===== src/rtl/fp_mul_pipe.sv =====
// Three-stage pipelined IEEE-754 multiplier with valid/ready flow control.
// Define FPMUL_RNE_EN for round-to-nearest-even; otherwise rounds toward zero.
module fp_mul_pipe #(
  parameter int EXP_W = 8,
  parameter int MAN_W = 23,
  parameter int TAG_W = 4
) (
  input  logic                   clk,
  input  logic                   rst_n,
  input  logic                   in_valid,
  output logic                   in_ready,
  input  logic [EXP_W+MAN_W:0]   in_a,
  input  logic [EXP_W+MAN_W:0]   in_b,
  input  logic [TAG_W-1:0]       in_tag,
  output logic                   out_valid,
  input  logic                   out_ready,
  output logic [EXP_W+MAN_W:0]   out_result,
  output logic [TAG_W-1:0]       out_tag,
  output logic [3:0]             out_flags
);

  localparam int W  = EXP_W + MAN_W + 1;
  localparam int PW = 2 * MAN_W + 2;
  localparam int XW = EXP_W + 2;
  localparam logic [XW-1:0] BIAS = XW'((1 << (EXP_W - 1)) - 1);
  localparam logic signed [XW-1:0] EMAX_S = {2'b00, {EXP_W{1'b1}}};
  localparam logic [W-1:0] QNAN =
    {1'b0, {EXP_W{1'b1}}, 1'b1, {(MAN_W-1){1'b0}}};

  typedef enum logic [1:0] {K_NUM, K_ZERO, K_INF, K_NAN} kind_e;

  typedef struct packed {
    logic             v;
    logic             sign;
    logic [XW-1:0]    exp;
    logic [MAN_W:0]   ma;
    logic [MAN_W:0]   mb;
    kind_e            kind;
    logic             inv;
    logic [TAG_W-1:0] tag;
  } s1_t;

  typedef struct packed {
    logic             v;
    logic             sign;
    logic [XW-1:0]    exp;
    logic [PW-1:0]    prod;
    kind_e            kind;
    logic             inv;
    logic [TAG_W-1:0] tag;
  } s2_t;

  typedef struct packed {
    logic             v;
    logic [W-1:0]     res;
    logic [3:0]       flags;
    logic [TAG_W-1:0] tag;
  } s3_t;

  s1_t s1_q, s1_d;
  s2_t s2_q, s2_d;
  s3_t s3_q, s3_d;

  logic adv1, adv2, adv3;

  always_comb begin
    adv3 = !s3_q.v || out_ready;
    adv2 = !s2_q.v || adv3;
    adv1 = !s1_q.v || adv2;
  end

  assign in_ready = adv1;

  logic [EXP_W-1:0] ea, eb;
  logic [MAN_W-1:0] fa, fb;
  logic za, zb, ia, ib, na, nb;
  logic snan, inf_zero, is_nan, is_inf, is_zero;

  always_comb begin
    ea = in_a[W-2:MAN_W];
    eb = in_b[W-2:MAN_W];
    fa = in_a[MAN_W-1:0];
    fb = in_b[MAN_W-1:0];
    za = ea == '0;
    zb = eb == '0;
    ia = (ea == '1) && (fa == '0);
    ib = (eb == '1) && (fb == '0);
    na = (ea == '1) && (fa != '0);
    nb = (eb == '1) && (fb != '0);
    snan = (na && !fa[MAN_W-1]) || (nb && !fb[MAN_W-1]);
    inf_zero = (ia && zb) || (za && ib);
    is_nan = na || nb || inf_zero;
    is_inf = !is_nan && (ia || ib);
    is_zero = !is_nan && !is_inf && (za || zb);
    s1_d = s1_q;
    if (adv1) begin
      s1_d.v    = in_valid;
      s1_d.sign = in_a[W-1] ^ in_b[W-1];
      s1_d.exp  = XW'(ea) + XW'(eb) - BIAS;
      s1_d.ma   = {1'b1, fa};
      s1_d.mb   = {1'b1, fb};
      s1_d.inv  = snan || inf_zero;
      s1_d.tag  = in_tag;
      unique case (1'b1)
        is_nan:  s1_d.kind = K_NAN;
        is_inf:  s1_d.kind = K_INF;
        is_zero: s1_d.kind = K_ZERO;
        default: s1_d.kind = K_NUM;
      endcase
    end
  end

  always_comb begin
    s2_d = s2_q;
    if (adv2) begin
      s2_d.v    = s1_q.v;
      s2_d.sign = s1_q.sign;
      s2_d.exp  = s1_q.exp;
      s2_d.prod = PW'(s1_q.ma) * PW'(s1_q.mb);
      s2_d.kind = s1_q.kind;
      s2_d.inv  = s1_q.inv;
      s2_d.tag  = s1_q.tag;
    end
  end

  logic                 top, guard, sticky, inc, inexact, ovf, unf;
  logic [PW-2:0]        nrm;
  logic [MAN_W-1:0]     frac;
  logic [MAN_W:0]       fr;
  logic signed [XW-1:0] ef;
  logic [W-1:0]         res;
  logic [3:0]           flags;

  always_comb begin
    top = s2_q.prod[PW-1];
    nrm = top ? s2_q.prod[PW-2:0] : {s2_q.prod[PW-3:0], 1'b0};
    frac = nrm[PW-2 -: MAN_W];
    guard = nrm[MAN_W];
    sticky = |nrm[MAN_W-1:0];
    inexact = guard || sticky;
`ifdef FPMUL_RNE_EN
    inc = guard && (sticky || frac[0]);
`else
    inc = 1'b0;
`endif
    fr = {1'b0, frac} + {{MAN_W{1'b0}}, inc};
    // A rounding carry leaves fr[MAN_W-1:0] at zero already.
    ef = $signed(s2_q.exp + XW'(top) + XW'(fr[MAN_W]));
    ovf = ef >= EMAX_S;
    unf = ef[XW-1] || (ef == '0);
    res = {s2_q.sign, ef[EXP_W-1:0], fr[MAN_W-1:0]};
    flags = {1'b0, 2'b00, inexact};
    unique case (s2_q.kind)
      K_NAN: begin
        res = QNAN;
        flags = {s2_q.inv, 3'b000};
      end
      K_INF: begin
        res = {s2_q.sign, {EXP_W{1'b1}}, {MAN_W{1'b0}}};
        flags = '0;
      end
      K_ZERO: begin
        res = {s2_q.sign, {(W-1){1'b0}}};
        flags = '0;
      end
      default: begin
        if (ovf) begin
`ifdef FPMUL_RNE_EN
          res = {s2_q.sign, {EXP_W{1'b1}}, {MAN_W{1'b0}}};
`else
          res = {s2_q.sign, {(EXP_W-1){1'b1}}, 1'b0, {MAN_W{1'b1}}};
`endif
          flags = 4'b0101;
        end else if (unf) begin
          res = {s2_q.sign, {(W-1){1'b0}}};
          flags = 4'b0011;
        end
      end
    endcase
    s3_d = s3_q;
    if (adv3) begin
      s3_d.v     = s2_q.v;
      s3_d.res   = res;
      s3_d.flags = flags;
      s3_d.tag   = s2_q.tag;
    end
  end

  always_ff @(posedge clk or negedge rst_n) begin
    if (!rst_n) begin
      s1_q <= '0;
      s2_q <= '0;
      s3_q <= '0;
    end else begin
      s1_q <= s1_d;
      s2_q <= s2_d;
      s3_q <= s3_d;
    end
  end

  assign out_valid  = s3_q.v;
  assign out_result = s3_q.res;
  assign out_tag    = s3_q.tag;
  assign out_flags  = s3_q.flags;

endmodule


===== config.mk =====
export PLATFORM = sky130hd
export DESIGN_NAME = fp_mul_pipe
export DESIGN_NICKNAME = d
export VERILOG_FILES = /design/src/rtl/fp_mul_pipe.sv
export SDC_FILE = /design/constraint.sdc
export NUM_CORES = 2
export LEC_CHECK = 0
export BUFFER_PORTS_ARGS = -buffer_cell sky130_fd_sc_hd__buf_2
export CORE_AREA = 2 2 224 226
export CTS_CLUSTER_DIAMETER = 40
export DETAILED_ROUTE_END_ITERATION = 6
export DIE_AREA = 0 0 226 228
export PLACE_DENSITY = 0.72
export SLEW_MARGIN = 40
export SYNTH_ARGS = -nofsm -noshare
export SYNTH_HDL_FRONTEND = slang
export SYNTH_SLANG_ARGS = --single-unit

===== constraint.sdc =====
create_clock -name clk -period 7.3 [get_ports clk]
set_input_delay 1.46 -clock clk [delete_from_list [all_inputs] [get_ports clk]]
set_output_delay 1.46 -clock clk [all_outputs]
set_load 0.05 [all_outputs]

Yosys cells after proc, flatten, opt, wreduce, memory -nomap -nowiden
Index checks and enable logic that the tools add are counted.
- output and inout port bits: 42
- memories kept: 0
- bits in registers: 175
- bits in writable memories: 0
- latch bits: 0
- bits of input ports: 72
- memory bits (read-only): 0
- order comparisons: 1
- add/sub/neg operators: 3
- equal/unequal tests: 5
- bitwise operators: 1
- reduce and logical (&&, ||, !) cells: 39
- multiply operators: 1
- shift operators: 0
- multiplexer cells: 8
- div/mod/pow operators: 0
- operators with widths (operator ; count):
    $pmux 32 s3 ; 1
    $mux 31 ; 2
    $mul 24x24->48 ; 1
    $mux 47 ; 1
    $logic_not 23->1 ; 2
    $reduce_bool 23->1 ; 2
    $reduce_or 23->1 ; 1
    $eq 8x8->1 const B ; 2
    $logic_not 8->1 ; 2
    $logic_or 1x1->1 ; 12
    $logic_and 1x1->1 ; 11
    $add 10x1->10 ; 1
    $ge 10x9->1 const B ; 1
    $logic_not 10->1 ; 1
    $sub 9x7->10 const B ; 1
    $add 8x8->9 ; 1
    $pmux 4 s2 ; 1
    $logic_not 1->1 ; 7
    $pmux 2 s3 ; 1
    $eq 2x2->1 const B ; 2
    $mux 3 ; 1
    $eq 2x1->1 const B ; 1
    $mux 2 ; 1
    $reduce_or 2->1 ; 1
    $xor 1x1->1 ; 1

Longest topological paths before layout
- word-level depth: 11
- gate-level depth with buffers: 27
- gate-level depth less buffers: 25

Least setup slack after synthesis
OpenSTA, ideal clock, no wires.
- kind: register -> register
- start: register s1_q[10] (netlist bit)
- end: register s2_q[53] (netlist bit)
- path slack: 0.727 ns
- data arrival time: 6.446 ns
- period minus slack after synthesis: 6.573 ns
- cell stages (with the launch flop): 27
- setup time: 0.127 ns
- path through: dfrtp_1 > clkbuf_1 > nand2_1 > fa_1 > inv_1 > fa_1 > inv_1 > fa_1 > inv_1 > fa_1 > inv_1 > fa_1 > inv_1 > fa_1 > inv_1 > fa_1 > inv_1 > ha_1 > nand4_1 > nor3_2 > a22oi_2 > a21oi_2 > a21boi_2 > o311a_4 > o31ai_2 > mux2i_1 > nand3_1
- longest elaborated chain between the ends: 1
- ends and longest elaborated chain (element ; line ; source):
    start, declared ; 60 ; s1_t s1_q, s1_d;
    start signal, assigned ; 191 ; s1_q <= '0;
    start signal, assigned ; 195 ; s1_q <= s1_d;
    $mul 24x24->48 ; 119 ; s2_d.prod = PW'(s1_q.ma) * PW'(s1_q.mb);
    end signal, assigned ; 192 ; s2_q <= '0;
    end signal, assigned ; 196 ; s2_q <= s2_d;
    end, declared ; 61 ; s2_t s2_q, s2_d;
No other way between the ends.
A chain may end at the register's enable or synchronous reset.

Final worst setup path
- start: register s1_q[52] (netlist bit)
- end: register s2_q[51] (netlist bit)
Same word-level chain as after synthesis.

==> out/metrics.json <==
{
  "die_y": {"value": 228, "unit": "µm"},
  "antenna_left": {"value": 0},
  "critical_path.cell_chain": {"value": "and2_1, fa_1, fa_1, inv_1, fa_1, fa_1, inv_1, fa_1, fa_1, inv_1, fa_1, inv_1, ha_1, a21oi_1, o21ai_0, a221o_1, a22oi_1, a31oi_1, o211ai_1, a211oi_1, a211oi_2"},
  "cts.root.buffer_cell": {"value": "sky130_fd_sc_hd__clkbuf_16"},
  "cts-root-to-sink-buffers": {"value": 2},
  "gp_congestion": {"value": 0.9406},
  "timing.max_cap.violations": {"value": 0},
  "cts_tree": {"value": "yes"},
  "path_type_of_the_worst_min_delay_path": {"value": "reg2reg"},
  "timing.critical_path.arrival": {"value": 7.43, "unit": "ns"},
  "clkSlewWorstSetupHoldPaths": {"value": 0.08, "unit": "ns"},
  "grt.total_usage": {"value": 29.04, "unit": "%"},
  "synth_ff_type": {"value": "sky130_fd_sc_hd__dfrtp_1"},
  "buffering_stage_count_on_the_worst_path_with_inverters_included": {"value": 4},
  "cts.repair_timing.setup_buffer_count": {"value": 0},
  "synthesis_stage_register_bit_count": {"value": 174},
  "path_class": {"value": "reg2reg"},
  "cp_slowest_stage_delay": {"value": 0.80, "unit": "ns"},
  "wl_per_cell": {"value": 19.46, "unit": "µm"},
  "first_global_vias": {"value": 21820},
  "critPathCaptureType": {"value": "flip-flop"},
  "max-slew-margin-rel": {"value": 43.69, "unit": "%"},
  "holdPathStages": {"value": 2},
  "ffs_w_async_s_r_synth": {"value": 100.0, "unit": "%"},
  "timing.setup.tns": {"value": 0, "unit": "ns"},
  "post_synth_num_cell_types": {"value": 72},
  "fp-row-count": {"value": 82},
  "num_antenna_cells": {"value": 0},
  "timing_hold_violations_final": {"value": 0},
  "final_net_count": {"value": 3707},
  "port-buffer-count": {"value": 113},
  "avgViaCountPerCell": {"value": 5.522},
  "drt_first_iter_violations": {"value": 1208},
  "worst_path_depth": {"value": 21},
  "pin_count_of_the_biggest_net_entering_global_routing": {"value": 86},
  "tritoncts.num_buffers": {"value": 17},
  "final_min_period_over_clock_period": {"value": 96.57, "unit": "%"},
  "syn_to_final_growth": {"value": 8.639, "unit": "%"},
  "route.final.wire_length": {"value": 70950, "unit": "µm"},
  "yosysWarnings": {"value": 0},
  "cp_slowest_cell": {"value": "sky130_fd_sc_hd__dfrtp_1"},
  "worst_path_dominant_cell_family": {"value": "adder cells"},
  "first_pass_grt_wire_length": {"value": 115300, "unit": "µm"},
  "pin_count": {"value": 114},
  "finalCriticalPeriod": {"value": 7.050, "unit": "ns"},
  "met2_demand_to_capacity_share_in_global_routing": {"value": 48.35, "unit": "%"},
  "fin_clk_skew": {"value": 0.02004, "unit": "ns"},
  "total_global_routing_overflow": {"value": 0},
  "hold-worst-slack": {"value": 0.4724, "unit": "ns"},
  "die_width": {"value": 226, "unit": "µm"},
  "core_area": {"value": 49350, "unit": "µm²"},
  "yosysTopAreaCellShare": {"value": 36.26, "unit": "%"},
  "clock_latency": {"value": 0.47, "unit": "ns"},
  "gr-usage-met1": {"value": 36.52, "unit": "%"},
  "synth.largest_area_cell": {"value": "sky130_fd_sc_hd__fa_1"},
  "groute.layer.met3.usage": {"value": 4.328, "unit": "%"},
  "worst_r2r_path_depth": {"value": 21},
  "h-tree-depth": {"value": 4},
  "synth_edf_count": {"value": 0},
  "finalSetupViolations": {"value": 0},
  "fmax": {"value": 0.1419, "unit": "GHz"},
  "grt_antenna_before_repair": {"value": 1},
  "post_synth_inst_count": {"value": 2886},
  "drc": {"value": 0},
  "tritoncts_num_sinks": {"value": 174},
  "worst_pin_slew": {"value": 0.8447, "unit": "ns"},
  "cell_area_after_synthesis": {"value": 26660, "unit": "µm²"},
  "floorplan.initialDensity": {"value": 54.03, "unit": "%"},
  "cp_data_required_time": {"value": 7.68, "unit": "ns"},
  "drive_above_1_share": {"value": 12.24, "unit": "%"},
  "syn-num-nets": {"value": 3632},
  "top_usage_layer": {"value": "met2"},
  "status": {"value": "finished clean"},
  "sequential_fraction_of_the_synthesis_area": {"value": 16.33, "unit": "%"},
  "crit_fanout": {"value": 16},
  "dp_hpwl": {"value": 56750, "unit": "µm"},
  "design.die.area": {"value": 51530, "unit": "µm²"},
  "syn_avg_cell_area": {"value": 9.239, "unit": "µm²"},
  "critPathMostFrequentCell": {"value": "sky130_fd_sc_hd__fa_1"},
  "number_of_max_slew_violations_in_the_final_report": {"value": 0},
  "firstDrtPassIters": {"value": 5},
  "setup_repair_after_global_routing_missed_its_margin": {"value": "no"},
  "synth.area.top_cells": {"value": "sky130_fd_sc_hd__fa_1 (36%), sky130_fd_sc_hd__dfrtp_1 (16%), sky130_fd_sc_hd__ha_1 (9.0%), sky130_fd_sc_hd__inv_1 (8.0%), sky130_fd_sc_hd__and2_1 (6.7%)"},
  "vias": {"value": 20130},
  "cp-start-kind": {"value": "flip-flop"}
}
kinds of logic (layout without fill, tap and decap cells):
| kind of cell | after synthesis | in the layout | synth area share [%] |
|---|---|---|---|
| XOR/XNOR | 52 | 52 | 1.736 |
| multiplexers | 77 | 77 | 3.247 |
| adder cells (fa/ha/maj) | 674 | 674 | 45.23 |
| AO/OA/AOI/OAI | 249 | 249 | 6.237 |
| flip-flops | 174 | 174 | 16.33 |
| buffers and inverters | 720 | 808 | 10.23 |
| AND/OR/NAND/NOR | 940 | 940 | 17.00 |
per-stage QoR:
step	setup slack (ns)	utilization, %	instances	instance area (µm²)
2_1_floorplan	0.7273	-	2886	26660
3_3_place_gp	0.2442	57.30	3611	28280
3_5_place_dp	0.2185	57.38	3613	28320
4_1_cts	0.1530	58.62	3645	28930
5_1_grt	0.01803	58.70	3646	28970
6_report	0.2503	58.70	3646	28970
cell usage after synthesis (2+ instances only):
| cell | number |
|---|---|
| sky130_fd_sc_hd__o31a_1 | 2 |
| sky130_fd_sc_hd__o21bai_1 | 7 |
| sky130_fd_sc_hd__a21boi_0 | 2 |
| sky130_fd_sc_hd__inv_1 | 569 |
| sky130_fd_sc_hd__o31ai_1 | 4 |
| sky130_fd_sc_hd__xor2_1 | 25 |
| sky130_fd_sc_hd__o31ai_2 | 2 |
| sky130_fd_sc_hd__a22o_1 | 3 |
| sky130_fd_sc_hd__mux2_2 | 76 |
| sky130_fd_sc_hd__nor3_1 | 13 |
| sky130_fd_sc_hd__ha_1 | 191 |
| sky130_fd_sc_hd__nor2_1 | 85 |
| sky130_fd_sc_hd__fa_1 | 483 |
| sky130_fd_sc_hd__o21ai_1 | 4 |
| sky130_fd_sc_hd__a31oi_1 | 15 |
| sky130_fd_sc_hd__buf_4 | 3 |
| sky130_fd_sc_hd__a211oi_2 | 3 |
| sky130_fd_sc_hd__nand3_1 | 12 |
| sky130_fd_sc_hd__or2_2 | 2 |
| sky130_fd_sc_hd__a21o_1 | 22 |
| sky130_fd_sc_hd__a22oi_1 | 25 |
| sky130_fd_sc_hd__o21ai_0 | 35 |
| sky130_fd_sc_hd__dfrtp_1 | 174 |
| sky130_fd_sc_hd__a21oi_1 | 93 |
| sky130_fd_sc_hd__nor2b_1 | 5 |
| sky130_fd_sc_hd__o211ai_2 | 3 |
| sky130_fd_sc_hd__nand2b_1 | 10 |
| sky130_fd_sc_hd__xnor2_1 | 26 |
| sky130_fd_sc_hd__buf_2 | 10 |
| sky130_fd_sc_hd__and2_1 | 286 |
| sky130_fd_sc_hd__buf_1 | 13 |
| sky130_fd_sc_hd__a21oi_2 | 4 |
| sky130_fd_sc_hd__o21a_1 | 7 |
| sky130_fd_sc_hd__clkbuf_1 | 124 |
| sky130_fd_sc_hd__nand2_1 | 460 |
| sky130_fd_sc_hd__o211ai_1 | 2 |
| sky130_fd_sc_hd__nand4_1 | 21 |
| sky130_fd_sc_hd__nor3b_1 | 3 |
| sky130_fd_sc_hd__nor4_1 | 21 |
| sky130_fd_sc_hd__or3_1 | 3 |
| sky130_fd_sc_hd__and3_1 | 7 |
flip-flops by register name, indices dropped and copies added, names as in the netlist:
signal      count
out_flags       4
out_result     32
out_tag         4
out_valid       1
s1_q           66
s2_q           67
worst register-to-register path, delay by kind of cell (launching register included):
family / cells / cell delay, ns
compound gates: 8 / 1.78
fa+ha+maj: 8 / 3.90
buf+inv: 4 / 0.24
flops: 1 / 0.80
simple gates: 1 / 0.26
area by class of cell:
class,instances,area [µm²]
multi-input cells,1992,19620
repair buffers,206,1389
flip-flops and latches,174,4369
well taps,672,840.8
fillers,4302,20380
inverters,570,2140
clock buffers,17,425.4
clock inverters,15,186.4
cells in the final DEF (no fill, tap or decap), drive strengths merged, types with 3 or more instances in the layout:
cell      n
a31oi    16
nand2   461
a211oi    4
nor2b     5
clkbuf   18
ha      191
o21ai    40
nor4     22
a21boi    3
clkinv    4
nand4    21
o211ai    5
and3      7
o31ai     7
nor3b     3
nor2     86
nand3    12
xor2     25
mux2     76
o21bai    7
a21oi    97
fa      483
nand2b   10
inv     579
and2    287
buf     205
o21a      7
a22o      3
or3       3
dfrtp   174
nor3     14
xnor2    27
a21o     22
a22oi    26
routing by layer:
metal	up-vias	part of all wire [%]	wire [µm]
met5	-	0	0
met4	0	5.9	4217
met3	231	5.8	4112
met2	706	49	35020
met1	10300	39	27600
li1	8897	-	-
worst paths after layout:
check / start / endpoint / slack, ns
hold / removal: out_tag[2] / out_tag[2] / 0.47
hold reg to reg: out_tag[2] / out_tag[2] / 0.47
setup / recovery: s1_q[52] / s2_q[51] / 0.25
max in group asynchronous: rst_n / s1_q[39] / 5.16
min in group asynchronous: rst_n / out_result[16] / 1.04
setup reg to reg: s1_q[52] / s2_q[51] / 0.25
repair_timing:
item	in CTS	in global routing
resized for setup	0	13
endpoints found under the hold margin	0	0
hold buffers	0	0
endpoints found under the setup margin	0	11
Power is left out: the tool's default activity adds up to more than one toggle a clock period on the data nets, which glitch-free logic cannot reach.
